--- config.mk ---
export PLATFORM = sky130hd
export DESIGN_NAME = bf_weight_scheduler
export DESIGN_NICKNAME = d
export VERILOG_FILES = /design/src/rtl/bf_sched_pkg.sv /design/src/rtl/bf_weight_bank.sv /design/src/rtl/bf_weight_scheduler.sv
export SDC_FILE = /design/constraint.sdc
export NUM_CORES = 1
export LEC_CHECK = 0
export CELL_PAD_IN_SITES_DETAIL_PLACEMENT = 1
export CELL_PAD_IN_SITES_GLOBAL_PLACEMENT = 1
export CORE_UTILIZATION = 50
export CTS_BUF_LIST = sky130_fd_sc_hd__clkbuf_4 sky130_fd_sc_hd__clkbuf_8 sky130_fd_sc_hd__clkbuf_16
export CTS_CLUSTER_SIZE = 12
export DETAILED_ROUTE_END_ITERATION = 16
export PLACE_DENSITY = 0.75
export RECOVER_POWER = 100
export SLEW_MARGIN = 10
export SYNTH_ARGS = -nofsm -noshare
export SYNTH_HDL_FRONTEND = slang
export SYNTH_SLANG_ARGS = --single-unit
--- constraint.sdc ---
create_clock -name clock -period 4.7 [get_ports clock]
set_clock_uncertainty 0.15 [all_clocks]
set_input_delay 0.94 -clock clock [delete_from_list [all_inputs] [get_ports clock]]
set_output_delay 0.94 -clock clock [all_outputs]
set_load 0.01 [all_outputs]
--- src/rtl/bf_sched_pkg.sv ---
// Shared types and default widths for the beamforming weight scheduler.
// Latency: n/a (types only).
// Backpressure: n/a (types only).
package bf_sched_pkg;

    localparam int BF_WEIGHT_WIDTH = 8;
    localparam int BF_NUM_BEAMS    = 8;
    localparam int BF_IDX_WIDTH    = $clog2(BF_NUM_BEAMS);
    localparam int BF_DWELL_WIDTH  = 16;

    // Scheduler operating states
    typedef enum logic [1:0] {
        IDLE  = 2'd0,
        RUN   = 2'd1,
        DRAIN = 2'd2
    } bf_state_e;

    // One complex weight; real part occupies the upper half of the packed word
    typedef struct packed {
        logic signed [BF_WEIGHT_WIDTH-1:0] re;
        logic signed [BF_WEIGHT_WIDTH-1:0] im;
    } cweight_t;

endpackage

--- src/rtl/bf_weight_bank.sv ---
// Double-banked complex weight table: writes go to the shadow bank, reads from any bank.
// Latency: write lands on the next clock edge; read is combinational.
// Backpressure: none, every write strobe is accepted.
module bf_weight_bank
    import bf_sched_pkg::*;
#(
    parameter int NUM_BEAMS = BF_NUM_BEAMS,
    parameter int IDX_WIDTH = BF_IDX_WIDTH
) (
    input  logic                 clock,
    input  logic                 resetn,
    input  logic                 active_bank,
    input  logic                 wr_en,
    input  logic [IDX_WIDTH-1:0] wr_addr,
    input  cweight_t             wr_dat,
    input  logic                 rd_bank,
    input  logic [IDX_WIDTH-1:0] rd_addr,
    output cweight_t             rd_dat
);

    cweight_t mem [2][NUM_BEAMS];

    // Shadow-bank write port; the shadow is whichever bank is not active before this edge
    always_ff @(posedge clock or negedge resetn) begin
        if (!resetn) begin
            for (int b = 0; b < 2; b++) begin
                for (int e = 0; e < NUM_BEAMS; e++) begin
                    mem[b][e] <= '0;
                end
            end
        end else if (wr_en) begin
            mem[~active_bank][wr_addr] <= wr_dat;
        end
    end

    // The scheduler reads with its next-state bank/index so the output register
    // can pick up the new weight on the same edge that moves the pointer.
    assign rd_dat = mem[rd_bank][rd_addr];

endmodule

--- src/rtl/bf_weight_scheduler.sv ---
// Steps beamforming weights through a double-banked table on packet boundaries of a tapped AXI-stream.
// Latency: weights update on the edge closing a boundary beat; start -> weights 1 cycle; IDLE commit -> swap_done 1 cycle.
// Backpressure: none; the stream handshake is only observed, never stalled.
module bf_weight_scheduler
    import bf_sched_pkg::*;
#(
    parameter int WEIGHT_WIDTH = BF_WEIGHT_WIDTH,
    parameter int NUM_BEAMS    = BF_NUM_BEAMS,
    parameter int IDX_WIDTH    = $clog2(NUM_BEAMS),
    parameter int DWELL_WIDTH  = BF_DWELL_WIDTH
) (
    input  logic                    clock,
    input  logic                    resetn,
    input  logic                    cfg_wr_en,
    input  logic [IDX_WIDTH-1:0]    cfg_wr_addr,
    input  logic [WEIGHT_WIDTH-1:0] cfg_wr_real,
    input  logic [WEIGHT_WIDTH-1:0] cfg_wr_imag,
    input  logic [IDX_WIDTH:0]      cfg_num_beams,
    input  logic [DWELL_WIDTH-1:0]  cfg_dwell,
    input  logic                    start,
    input  logic                    stop,
    input  logic                    commit,
    input  logic                    mon_tvalid,
    input  logic                    mon_tready,
    input  logic                    mon_tlast,
    output logic [WEIGHT_WIDTH-1:0] bWeight_real,
    output logic [WEIGHT_WIDTH-1:0] bWeight_imag,
    output logic [IDX_WIDTH-1:0]    beam_idx,
    output logic                    busy,
    output logic                    swap_pending,
    output logic                    swap_done
);

    localparam logic [1:0] ST_IDLE  = IDLE;
    localparam logic [1:0] ST_RUN   = RUN;
    localparam logic [1:0] ST_DRAIN = DRAIN;

    logic [1:0]             state_q,   state_d;
    logic                   bank_q,    bank_d;
    logic [IDX_WIDTH-1:0]   idx_q,     idx_d;
    logic [DWELL_WIDTH-1:0] dcnt_q,    dcnt_d;
    logic [IDX_WIDTH:0]     nbeams_q,  nbeams_d;
    logic [DWELL_WIDTH-1:0] dwell_q,   dwell_d;
    logic                   in_pkt_q,  in_pkt_d;
    logic                   pend_q,    pend_d;
    logic                   swap_done_q;
    cweight_t               w_q,       w_d;

    logic                   beat;
    logic                   boundary;
    logic                   swap;
    logic                   relatch;
    logic                   last_beam;
    logic                   last_dwell;
    logic [IDX_WIDTH-1:0]   idx_adv;
    logic [IDX_WIDTH:0]     cfg_beams_eff;
    logic [DWELL_WIDTH-1:0] cfg_dwell_eff;
    cweight_t               wr_dat;
    cweight_t               rd_dat;

    assign wr_dat = cweight_t'({cfg_wr_real, cfg_wr_imag});

    bf_weight_bank #(
        .NUM_BEAMS (NUM_BEAMS),
        .IDX_WIDTH (IDX_WIDTH)
    ) u_bank (
        .clock       (clock),
        .resetn      (resetn),
        .active_bank (bank_q),
        .wr_en       (cfg_wr_en),
        .wr_addr     (cfg_wr_addr),
        .wr_dat      (wr_dat),
        .rd_bank     (bank_d),
        .rd_addr     (idx_d),
        .rd_dat      (rd_dat)
    );

    // Stream events, packet tracking and sanitised configuration
    always_comb begin
        beat          = mon_tvalid & mon_tready;
        boundary      = beat & mon_tlast;
        in_pkt_d      = boundary ? 1'b0 : (beat ? 1'b1 : in_pkt_q);
        cfg_beams_eff = cfg_num_beams;
        if (cfg_num_beams == '0) begin
            cfg_beams_eff = (IDX_WIDTH+1)'(1);
        end else if (cfg_num_beams > (IDX_WIDTH+1)'(NUM_BEAMS)) begin
            cfg_beams_eff = (IDX_WIDTH+1)'(NUM_BEAMS);
        end
        cfg_dwell_eff = (cfg_dwell == '0) ? DWELL_WIDTH'(1) : cfg_dwell;
        last_beam     = ({1'b0, idx_q} == (nbeams_q - (IDX_WIDTH+1)'(1)));
        last_dwell    = (dcnt_q == (dwell_q - DWELL_WIDTH'(1)));
        idx_adv       = last_beam ? '0 : (idx_q + IDX_WIDTH'(1));
    end

    // Scheduler FSM: beam stepping, swap arbitration and stop/drain handling
    always_comb begin
        state_d  = state_q;
        bank_d   = bank_q;
        idx_d    = idx_q;
        dcnt_d   = dcnt_q;
        nbeams_d = nbeams_q;
        dwell_d  = dwell_q;
        pend_d   = pend_q;
        swap     = 1'b0;
        relatch  = 1'b0;
        case (state_q)
            ST_IDLE: begin
                // A swap left pending by a stop/boundary collision is applied here too
                if (commit || pend_q) begin
                    swap = 1'b1;
                end
                if (start) begin
                    state_d = ST_RUN;
                    relatch = 1'b1;
                end
            end
            ST_RUN: begin
                if (stop) begin
                    if (commit) begin
                        pend_d = 1'b1;
                    end
                    // Drain only if a packet is still open after this cycle's beat
                    state_d = (!boundary && in_pkt_d) ? ST_DRAIN : ST_IDLE;
                end else if (boundary) begin
                    if (pend_q) begin
                        swap   = 1'b1;
                        idx_d  = '0;
                        dcnt_d = '0;
                    end else begin
                        if (commit) begin
                            pend_d = 1'b1;
                        end
                        if (last_dwell) begin
                            dcnt_d = '0;
                            idx_d  = idx_adv;
                        end else begin
                            dcnt_d = dcnt_q + DWELL_WIDTH'(1);
                        end
                    end
                end else if (commit) begin
                    pend_d = 1'b1;
                end
            end
            ST_DRAIN: begin
                if (commit) begin
                    pend_d = 1'b1;
                end
                if (boundary) begin
                    state_d = ST_IDLE;
                    if (pend_q) begin
                        swap = 1'b1;
                    end
                end
            end
            default: begin
                state_d = ST_IDLE;
            end
        endcase
        // A swap consumes the pending request; a same-cycle commit is a repeat and is dropped
        if (swap) begin
            bank_d  = ~bank_q;
            pend_d  = 1'b0;
            relatch = 1'b1;
        end
        if (relatch) begin
            nbeams_d = cfg_beams_eff;
            dwell_d  = cfg_dwell_eff;
        end
        if (state_d == ST_IDLE) begin
            idx_d  = '0;
            dcnt_d = '0;
        end
    end

    // Output weight: muted in IDLE, reloaded on entry to RUN and on each boundary, held otherwise
    always_comb begin
        w_d = w_q;
        if (state_d == ST_IDLE) begin
            w_d = '0;
        end else if ((state_d == ST_RUN) && ((state_q != ST_RUN) || boundary)) begin
            w_d = rd_dat;
        end
    end

    // State and output registers
    always_ff @(posedge clock or negedge resetn) begin
        if (!resetn) begin
            state_q     <= ST_IDLE;
            bank_q      <= 1'b0;
            idx_q       <= '0;
            dcnt_q      <= '0;
            nbeams_q    <= (IDX_WIDTH+1)'(1);
            dwell_q     <= DWELL_WIDTH'(1);
            in_pkt_q    <= 1'b0;
            pend_q      <= 1'b0;
            swap_done_q <= 1'b0;
            w_q         <= '0;
        end else begin
            state_q     <= state_d;
            bank_q      <= bank_d;
            idx_q       <= idx_d;
            dcnt_q      <= dcnt_d;
            nbeams_q    <= nbeams_d;
            dwell_q     <= dwell_d;
            in_pkt_q    <= in_pkt_d;
            pend_q      <= pend_d;
            swap_done_q <= swap;
            w_q         <= w_d;
        end
    end

    assign bWeight_real = w_q.re;
    assign bWeight_imag = w_q.im;
    assign beam_idx     = idx_q;
    assign busy         = (state_q != ST_IDLE);
    assign swap_pending = pend_q;
    assign swap_done    = swap_done_q;

endmodule

# Yosys cells after proc, flatten, opt, wreduce, memory -nomap -nowiden
# Cells that the tools add are included.
dict set report word_totals {
  regBits 317
  input_bits 48
  out_inout_bits 22
  word_cells 137
}
dict set report op_classes {
  add_sub_neg 4
  magnitude_cmp 7
  eq_ne 7
  muxes 52
  n_bitwise 7
  reduce_logical 17
}
# op n
set ops {}
lappend ops {{2-to-1 mux 128 bit} 4}
lappend ops {{bitwise mux 256 bit} 1}
lappend ops {{2-to-1 mux 16 bit} 12}
lappend ops {{demux 128 bit (select 1 bit)} 1}
lappend ops {{binary-select mux 16 bit (select 3 bit)} 1}
lappend ops {{demux 16 bit (select 3 bit)} 1}
lappend ops {{2-to-1 mux 3 bit} 7}
lappend ops {{adder 16 x 1 -> 16 bit (second input constant)} 1}
lappend ops {{== test 16 bit} 1}
lappend ops {{logical NOT 16 bit} 1}
lappend ops {{2-to-1 mux 1 bit} 16}
lappend ops {{subtractor 16 x 1 -> 16 bit (second input constant)} 1}
lappend ops {{greater-or-equal comparator 4 bit (second input constant)} 2}
lappend ops {{2-to-1 mux 2 bit} 4}
lappend ops {{2-to-1 mux 4 bit} 2}
lappend ops {{NOT 3 -> 4 bit} 2}
lappend ops {{nonzero test 2 bit} 4}
lappend ops {{case mux 2 bit (3 select lines)} 1}
lappend ops {{== test 2 x 1 -> 1 bit (second input constant)} 2}
lappend ops {{== test 3 x 4 -> 1 bit} 1}
lappend ops {{greater-or-equal comparator 2 bit (second input constant)} 2}
lappend ops {{> comparator 4 bit (second input constant)} 1}
lappend ops {{logical AND 1 bit} 4}
lappend ops {{logical NOT 2 bit} 2}
lappend ops {{other kinds (16)} 20}

# Depth between registers and ports, before layout
# Gate-level depths: netlist of run 1.
dict set report depth {
  depth_word 15
  depth_mapped 15
  mapped_depth_nobuf 12
}

# Hierarchy
# A second synthesis of run 1 with hierarchy kept.
dict set report hier_totals {
  cells_unflattened 1072
  hier_area_um2 14995.6
}
# mod instances cells_per_inst area_per_inst_um2
set by_module_without_submodules {}
lappend by_module_without_submodules {bf_weight_bank 1 712 11577.4}
lappend by_module_without_submodules {bf_weight_scheduler 1 360 3418.3}

# Worst setup path before layout of run 1
# No wires, ideal clock.
dict set report synth_timing {
  path_type {reg-to-reg}
  from {register dwell_q[11]}
  to {register w_q (netlist bit bWeight_real[2])}
  setup_ns 0.129
  arrival_time_ns 3.306
  required_time_ns 4.421
  slack_ns 1.115
  path_stages_with_launch 14
  path_buffers 3
  cell_sequence {dfrtp_1 -> or3_4 -> or4b_1 -> a211oi_2 -> o32ai_1 -> or4_1 -> buf_2 -> a21oi_2 -> o21ai_2 -> buf_6 -> buf_6 -> mux4_2 -> a22oi_1 -> nand3_1}
}
dict set report synth_between {
  elab_chain_cells 14
}
# item line
set synth_rtl {}
lappend synth_rtl {{start: declaration} bf_weight_scheduler.sv:43} ;# logic [DWELL_WIDTH-1:0] dwell_q, dwell_d;
lappend synth_rtl {{start signal: assignment} bf_weight_scheduler.sv:204} ;# dwell_q <= dwell_d;
lappend synth_rtl {{subtractor 16 x 1 -> 16 bit} bf_weight_scheduler.sv:91} ;# last_dwell = (dcnt_q == (dwell_q - DWELL_WIDTH'(1)));
lappend synth_rtl {{== test 16 bit} bf_weight_scheduler.sv:91}
lappend synth_rtl {{2-to-1 mux 3 bit} bf_weight_scheduler.sv:133} ;# if (last_dwell) begin
lappend synth_rtl {{2-to-1 mux 3 bit} bf_weight_scheduler.sv:125} ;# if (pend_q) begin
lappend synth_rtl {{2-to-1 mux 3 bit} bf_weight_scheduler.sv:124} ;# end else if (boundary) begin
lappend synth_rtl {{2-to-1 mux 3 bit} bf_weight_scheduler.sv:118} ;# if (stop) begin
lappend synth_rtl {{2-to-1 mux 3 bit} bf_weight_scheduler.sv:106} ;# case (state_q)
lappend synth_rtl {{2-to-1 mux 3 bit} bf_weight_scheduler.sv:169} ;# if (state_d == ST_IDLE) begin
lappend synth_rtl {{NOT 3 -> 4 bit (implied by the code)} bf_weight_bank.sv:38} ;# assign rd_dat = mem[rd_bank][rd_addr];
lappend synth_rtl {{binary-select mux 16 bit (select 3 bit)} bf_weight_bank.sv:38}
lappend synth_rtl {{2-to-1 mux 16 bit (implied by the code) (2 in series)} bf_weight_bank.sv:38}
lappend synth_rtl {{2-to-1 mux 16 bit} bf_weight_scheduler.sv:180} ;# end else if ((state_d == ST_RUN) && ((state_q != ST_RUN) || boundary)) begin
lappend synth_rtl {{2-to-1 mux 16 bit} bf_weight_scheduler.sv:178} ;# if (state_d == ST_IDLE) begin
lappend synth_rtl {{end signal: assignment} bf_weight_scheduler.sv:208} ;# w_q <= w_d;
lappend synth_rtl {{end: declaration} bf_weight_scheduler.sv:47} ;# cweight_t w_q, w_d;
# Every way passes these cells. The select of a mux whose other input is x is not followed.
# A chain may end at the register's enable or synchronous reset.

# Worst setup path in the final report of run 1
dict set report layout_timing {
  from {register dwell_q[0]}
  to {register w_q (netlist bit bWeight_real[7])}
}
# Same word-level chain as after synthesis.

==> reports/results.txt, run 1 <==
I/O pin count = 70
CP max-delay cell = and4_1
TNS Setup = 0 ps
run status = finished with violations
via count = 9306
Final period util = 91.48%
DRC Markers = 0
critical path cell sequence = inv_1 -> ha_1 -> or3_1 -> a311oi_1 -> nand4_1 -> nor4b_1 -> a21boi_1 -> o21ai_2 -> and4_1 -> a22oi_1 -> nand3_1
Placer Congestion = 0.8027
critical path arrival = 4590 ps
fillcell total = 2734
Max Cap Viol = 3
crit path capture type = flip-flop
FMAX = 0.2326 GHz
synth cell count leaders = dfrtp_1 (315), mux2_2 (270), mux4_2 (58), clkbuf_1 (53), nand2_1 (43)
Syn-to-layout area delta = 15.54%
Clock Path Buffers = 3
Layout Utilization = 59.24%
starting density of the core = 51.27%
PwrDens = 682.7 nW/um^2
CP Data Required Time = 4990 ps
buffer count from post-CTS setup fixing = 0
Resized cells post-CTS = 0
Avg Inst Size Synth = 14.11 sq um
Clk Latency, worst-skew pair = 520 ps
root buf cell = clkbuf_16
largest area contributor in the netlist = dfrtp_1
nets = 1179
failing checks = max-capacitance violations, max-slew violations
number of global-route vias before repair = 10.51k
hold crit path type = reg -> reg
Startpoint Class = flip-flop
gr ovfl total = 0
Post-synth ARST share = 100.0%
cts hold-fix bufs = 0
port bufs = 69
clk slew on worst S/H paths = 60 ps
die span in x = 174.2 microns
share of cells above drive strength 1 = 36.55%
initial antenna violation count = 2
Iter 0 DRT Violations = 632
largest cells by area after synthesis = dfrtp_1 (53%), mux2_2 (20%), mux4_2 (8.8%)
H-tree Lvls = 2
#FFs+latches synth = 317
syn_nets = 1103
Tmin final = 4299 ps
Worst Tran Pin Value = 3026 ps
Top FF cell, synth = dfrtp_1
multi-input logic area = 6553 sq um
GR Util All Layers = 26.92%
Crit Path Max Fanout = 16
top cell type's share of synthesized area = 53.14%
cells after synthesis = 1051
Register Area = 7935 sq um
Worst VDD drop = 0.3135 mV
Pleak = 7.162 nW
Setup Crit Path Kind = reg -> reg
Routed WL per cell = 25.29 microns
Post-synth EDFFs = 0
height of the die = 174.2 microns
Routed Antenna Nets = 0
Distinct cells, synth = 65
DP HPWL = 24220 microns
Final setup viols = 0
pin count of the biggest net entering global routing = 114
Yosys warning count = 0
RSZ-0062 raised after global routing = no
core area = 28940 sq um
Vias/cell = 6.066
Pre-antenna DRT Iters = 4
CP peak stage delay = 910 ps
first-pass GRT wire length = 62690 microns
Fin. Hold Viols = 0
die area = 30360 sq um
Slew Limit Fails = 147
most frequent cell after synthesis = dfrtp_1
row count = 62
clk sinks = 317
Routed WL = 38790 microns
sequential element share of the synthesized area = 53.49%
TritonCTS buffer count = 36
CTS tree = built
synthesized area = 14830 sq um
Slew headroom = -101.7%
## layout make-up
type	instances	share of cell area (%)
Inverter	11	0.2409
Antenna cell	1	0.01460
Clock inverter	9	0.3723
Tap cell	384	2.803
Sequential cell	317	46.30
Timing Repair Buffer	110	5.803
Multi-Input combinational cell	651	38.23
Clock buffer	51	6.241
## state kept, by name, summed over array words and instances, names as in the netlist, 2 cells and up
| name | flops |
|---|---|
| beam_idx | 3 |
| u_bank.mem | 256 |
| nbeams_q | 4 |
| bWeight_real | 8 |
| bWeight_imag | 8 |
| state_q | 2 |
| dcnt_q | 16 |
| dwell_q | 16 |
## layer usage
layer / vias up / GRT usage [%] / wire length (microns)
met5: - / 0 / 13
met4: 2 / 6.323 / 726
met1: 5014 / 37.24 / 17340
met3: 60 / 3.762 / 1419
met2: 165 / 45.12 / 19300
li1: 4065 / - / -
## power by group
group          internal [W]  leakage [nW]  switching [W]
registers           0.00397          3.91       0.000811
clock network       0.00158         0.575        0.00112
logic               0.00251          2.68        0.00171
## cells by family (layout without fill, tap and decap cells)
kind of cell	count (synthesis)	after routing	share of synthesized area (%)
xor gates and xnor gates	25	25	1.476
and+or+nand+nor	187	187	7.102
muxes	336	336	30.50
other	0	1	0
buffers and inverters	83	181	2.505
AOI/OAI and AO/OA	99	99	4.588
adders and majority gates	4	4	0.3374
DFF	317	317	53.49
## stage by stage
stage	total power, W	instances	area [sq um]	worst slack (ps)	hold slack [ps]
CTS	0.01186	1533	17270	527.0	350.3
finish	0.01170	1534	17140	400.7	347.2
detailed placement	0.009046	1473	16130	436.7	335.3
floorplan	0.007678	1051	14830	1115	298.8
global route	0.01235	1533	17140	189.9	368.3
global placement	0.008820	1473	16130	537.2	317.7
## layout by cell type (no fill, tap or decap), drive strengths merged, types with 9 or more instances in the layout
cell           instances
nor4                   9
clkbuf                76
mux2                 270
nand2                 43
xnor2                 14
o21ai                 32
mux4                  64
a22oi                 32
dfrtp                315
nor2                  34
buf                   17
xor2                  11
clkdlybuf4s50         42
nand3                 37
dlygate4sd3           26
inv                   13
nor2b                  9
## worst max-delay path, delay by kind of cell (launching register included)
| family | cells | cell delay, ps |
|---|---|---|
| DFF | 1 | 570 |
| adders and majority gates | 1 | 300 |
| buffers and inverters | 1 | 60 |
| AOI/OAI and AO/OA | 4 | 920 |
| and+or+nand+nor | 5 | 2210 |
## worst paths after layout
path / from / to / slack (ps) / depth (start not counted)
worst max register to register: dwell_q[0] / bWeight_real[7] / 400 / 11
max in group asynchronous: resetn / dcnt_q[8] / 880 / 2
worst min register to register: u_bank.mem[60] / u_bank.mem[60] / 350 / 1
min in group asynchronous: resetn / dcnt_q[0] / 1210 / 1
worst min-delay path: u_bank.mem[60] / u_bank.mem[60] / 350 / 1
worst max-delay path: dwell_q[0] / bWeight_real[7] / 400 / 11
Power figures use the tool's default switching activity.
==> inputs of run 2 (changes only) <==
--- a/config.mk
+++ b/config.mk
@@ -5,13 +5,11 @@
 export SDC_FILE = /design/constraint.sdc
 export NUM_CORES = 1
 export LEC_CHECK = 0
-export CELL_PAD_IN_SITES_DETAIL_PLACEMENT = 1
-export CELL_PAD_IN_SITES_GLOBAL_PLACEMENT = 1
 export CORE_UTILIZATION = 50
 export CTS_BUF_LIST = sky130_fd_sc_hd__clkbuf_4 sky130_fd_sc_hd__clkbuf_8 sky130_fd_sc_hd__clkbuf_16
 export CTS_CLUSTER_SIZE = 12
 export DETAILED_ROUTE_END_ITERATION = 16
-export PLACE_DENSITY = 0.75
+export PLACE_DENSITY = 0.64
 export RECOVER_POWER = 100
 export SLEW_MARGIN = 10
 export SYNTH_ARGS = -nofsm -noshare
==> run 2 against run 1 <==
The flow still finishes with violations (max-capacitance violations, max-slew violations). Die area stayed put. Clock power is 5% higher. Flip-flop and latch count stayed put. Sequential power is 1% lower. Non-clock buffer count is 7 lower.
==> reports/results.txt, run 2 (synthesized netlist as in run 1, its figures left out) <==
nets = 1172 (was 1179)
routed wl met3 = 1120 microns (was 1419 microns)
DP HPWL = 21520 microns (was 24220 microns)
Syn-to-layout area delta = 15.63% (was 15.54%)
height of the die = 174.2 microns (unchanged)
pin count of the biggest net entering global routing = 94 (was 114)
DR WL met2 = 17430 microns (was 19300 microns)
CTS tree = built (unchanged)
DRC Markers = 0 (unchanged)
Tmin final = 4210 ps (was 4299 ps)
Startpoint Class = flip-flop (unchanged)
Clk Latency, worst-skew pair = 520 ps (about the same)
H-tree Lvls = 2 (unchanged)
final hold slack = 350.5 ps (was 347.2 ps)
via count = 9173 (was 9306)
Pleak = 7.161 nW (was 7.162 nW)
TNS Setup = 0 ps (unchanged)
critical path arrival = 4440 ps (was 4590 ps)
Pre-antenna DRT Iters = 5 (was 4)
failing checks = max-capacitance violations, max-slew violations (unchanged)
highest-count cells in the layout ignoring fill and taps = dfrtp_1 (315), mux2_2 (270), mux4_2 (58) (was dfrtp_1 (315), mux2_2 (264), mux4_2 (58))
Clock Path Buffers = 3 (unchanged)
initial antenna violation count = 0 (was 2)
largest register by flop count = u_bank.mem (unchanged)
# placed instances = 1466 (was 1473)
Final period util = 89.58% (was 91.48%)
number of global-route vias before repair = 9474 (was 10.51k)
Routed WL per cell = 23.13 microns (was 25.29 microns)
PwrDens = 675.0 nW/um^2 (was 682.7 nW/um^2)
n_diodes = 0 (was 1)
TritonCTS buffer count = 36 (unchanged)
Worst Tran Pin Value = 2465 ps (was 3026 ps)
Resized cells post-CTS = 0 (unchanged)
FMAX = 0.2375 GHz (was 0.2326 GHz)
Final setup viols = 0 (unchanged)
uppermost layer routed = met4 (was met5)
post-route met1 wirelength = 15930 microns (was 17340 microns)
gr ovfl total = 0 (unchanged)
Vias/cell = 6.007 (was 6.066)
clk slew on worst S/H paths = 60 ps (about the same)
Fin. Hold Viols = 0 (unchanged)
Slew headroom = -64.95% (was -101.7%)
share of cells above drive strength 1 = 37.36% (was 36.55%)
dpl cell area = 16070 sq um (was 16130 sq um)
Design Area, Final = 17150 sq um (was 17140 sq um)
Setup Crit Path Kind = reg -> reg (unchanged)
hold crit path type = reg -> reg (unchanged)
die span in x = 174.2 microns (unchanged)
crit path capture type = flip-flop (unchanged)
port bufs = 69 (unchanged)
cts hold-fix bufs = 0 (unchanged)
Iter 0 DRT Violations = 585 (was 632)
max reg flops = 256 (unchanged)
Crit Path Max Fanout = 65 (was 16)
Layout Utilization = 59.28% (was 59.24%)
buffer count from post-CTS setup fixing = 0 (unchanged)
clk sinks = 317 (unchanged)
row count = 62 (unchanged)
CP Data Required Time = 4930 ps (was 4990 ps)
Routed Antenna Nets = 0 (unchanged)
Placer Congestion = 0.8370 (was 0.8027)
run status = finished with violations (unchanged)
GR Util All Layers = 24.44% (was 26.92%)
commonest non-fill, non-tap cell in the layout = dfrtp_1 (unchanged)
Slew Limit Fails = 124 (was 147)
Routed WL = 35320 microns (was 38790 microns)
Max Cap Viol = 3 (unchanged)
Final Non-Filler Cells = 1527 (was 1534)
Worst VDD drop = 0.4501 mV (was 0.3135 mV)
die area = 30360 sq um (unchanged)
Top Registers = u_bank.mem x256, dcnt_q x16, dwell_q x16 (unchanged)
first-pass GRT wire length = 56370 microns (was 62690 microns)
root buf cell = clkbuf_16 (unchanged)
RSZ-0062 raised after global routing = no (unchanged)
core area = 28940 sq um (unchanged)
I/O pin count = 70 (unchanged)
starting density of the core = 51.27% (unchanged)
run 2: routing by layer:
layer | track usage (%) | vias to the layer above
met2 | 40.41 | 175
li1 | - | 4061
met3 | 3.128 | 54
met5 | 0 | -
met4 | 7.895 | 0
met1 | 33.61 | 4883
run 2: path summary, 6_finish.rpt:
kind / start / to / slack [ps] / cells after the start
max in group asynchronous: resetn / u_bank.mem[251] / 1010 / 2
worst min register to register: u_bank.mem[151] / u_bank.mem[151] / 350 / 1
worst max register to register: dwell_q[7] / bWeight_imag[1] / 490 / 11
worst min-delay path: u_bank.mem[151] / u_bank.mem[151] / 350 / 1
worst max-delay path: dwell_q[7] / bWeight_imag[1] / 490 / 11
min in group asynchronous: resetn / dcnt_q[14] / 960 / 1
run 2: critical path, cell delays in order (launching register included):
cell and delay [ps]:
dfrtp_1 490, nor4_2 510, nand2b_1 160, o311a_1 350, o21ai_0 560, or4_1 260, a21oi_2 60, o21ai_0 310
buf_12 410, mux4_2 370, a22oi_1 300, nand3_1 110
run 2: area by class of cell:
type / count / area (sq um)
fillers: 2327 / 11780
clock buffers: 51 / 1062
inverters: 11 / 41.29
clock inverters: 10 / 135.1
multi-input cells: 651 / 6560
well taps: 384 / 480.5
flip-flops and latches: 317 / 7935
repair buffers: 103 / 938.4
run 2: power by group:
part	internal, W	leakage [nW]	switching, W
registers	0.00397	3.91	0.000751
clock network	0.00174	0.601	0.00110
logic	0.00247	2.65	0.00155
total	0.00818	7.16	0.00340
run 2: per-stage QoR:
| step | total power (W) | setup WS [ps] |
|---|---|---|
| 6_report | 0.01158 | 489.8 |
| 5_1_grt | 0.01226 | 200.1 |
| 4_1_cts | 0.01173 | 695.3 |
| 3_5_place_dp | 0.008849 | 535.5 |
| 3_3_place_gp | 0.008736 | 594.6 |
| 2_1_floorplan | 0.007678 | 1115 |
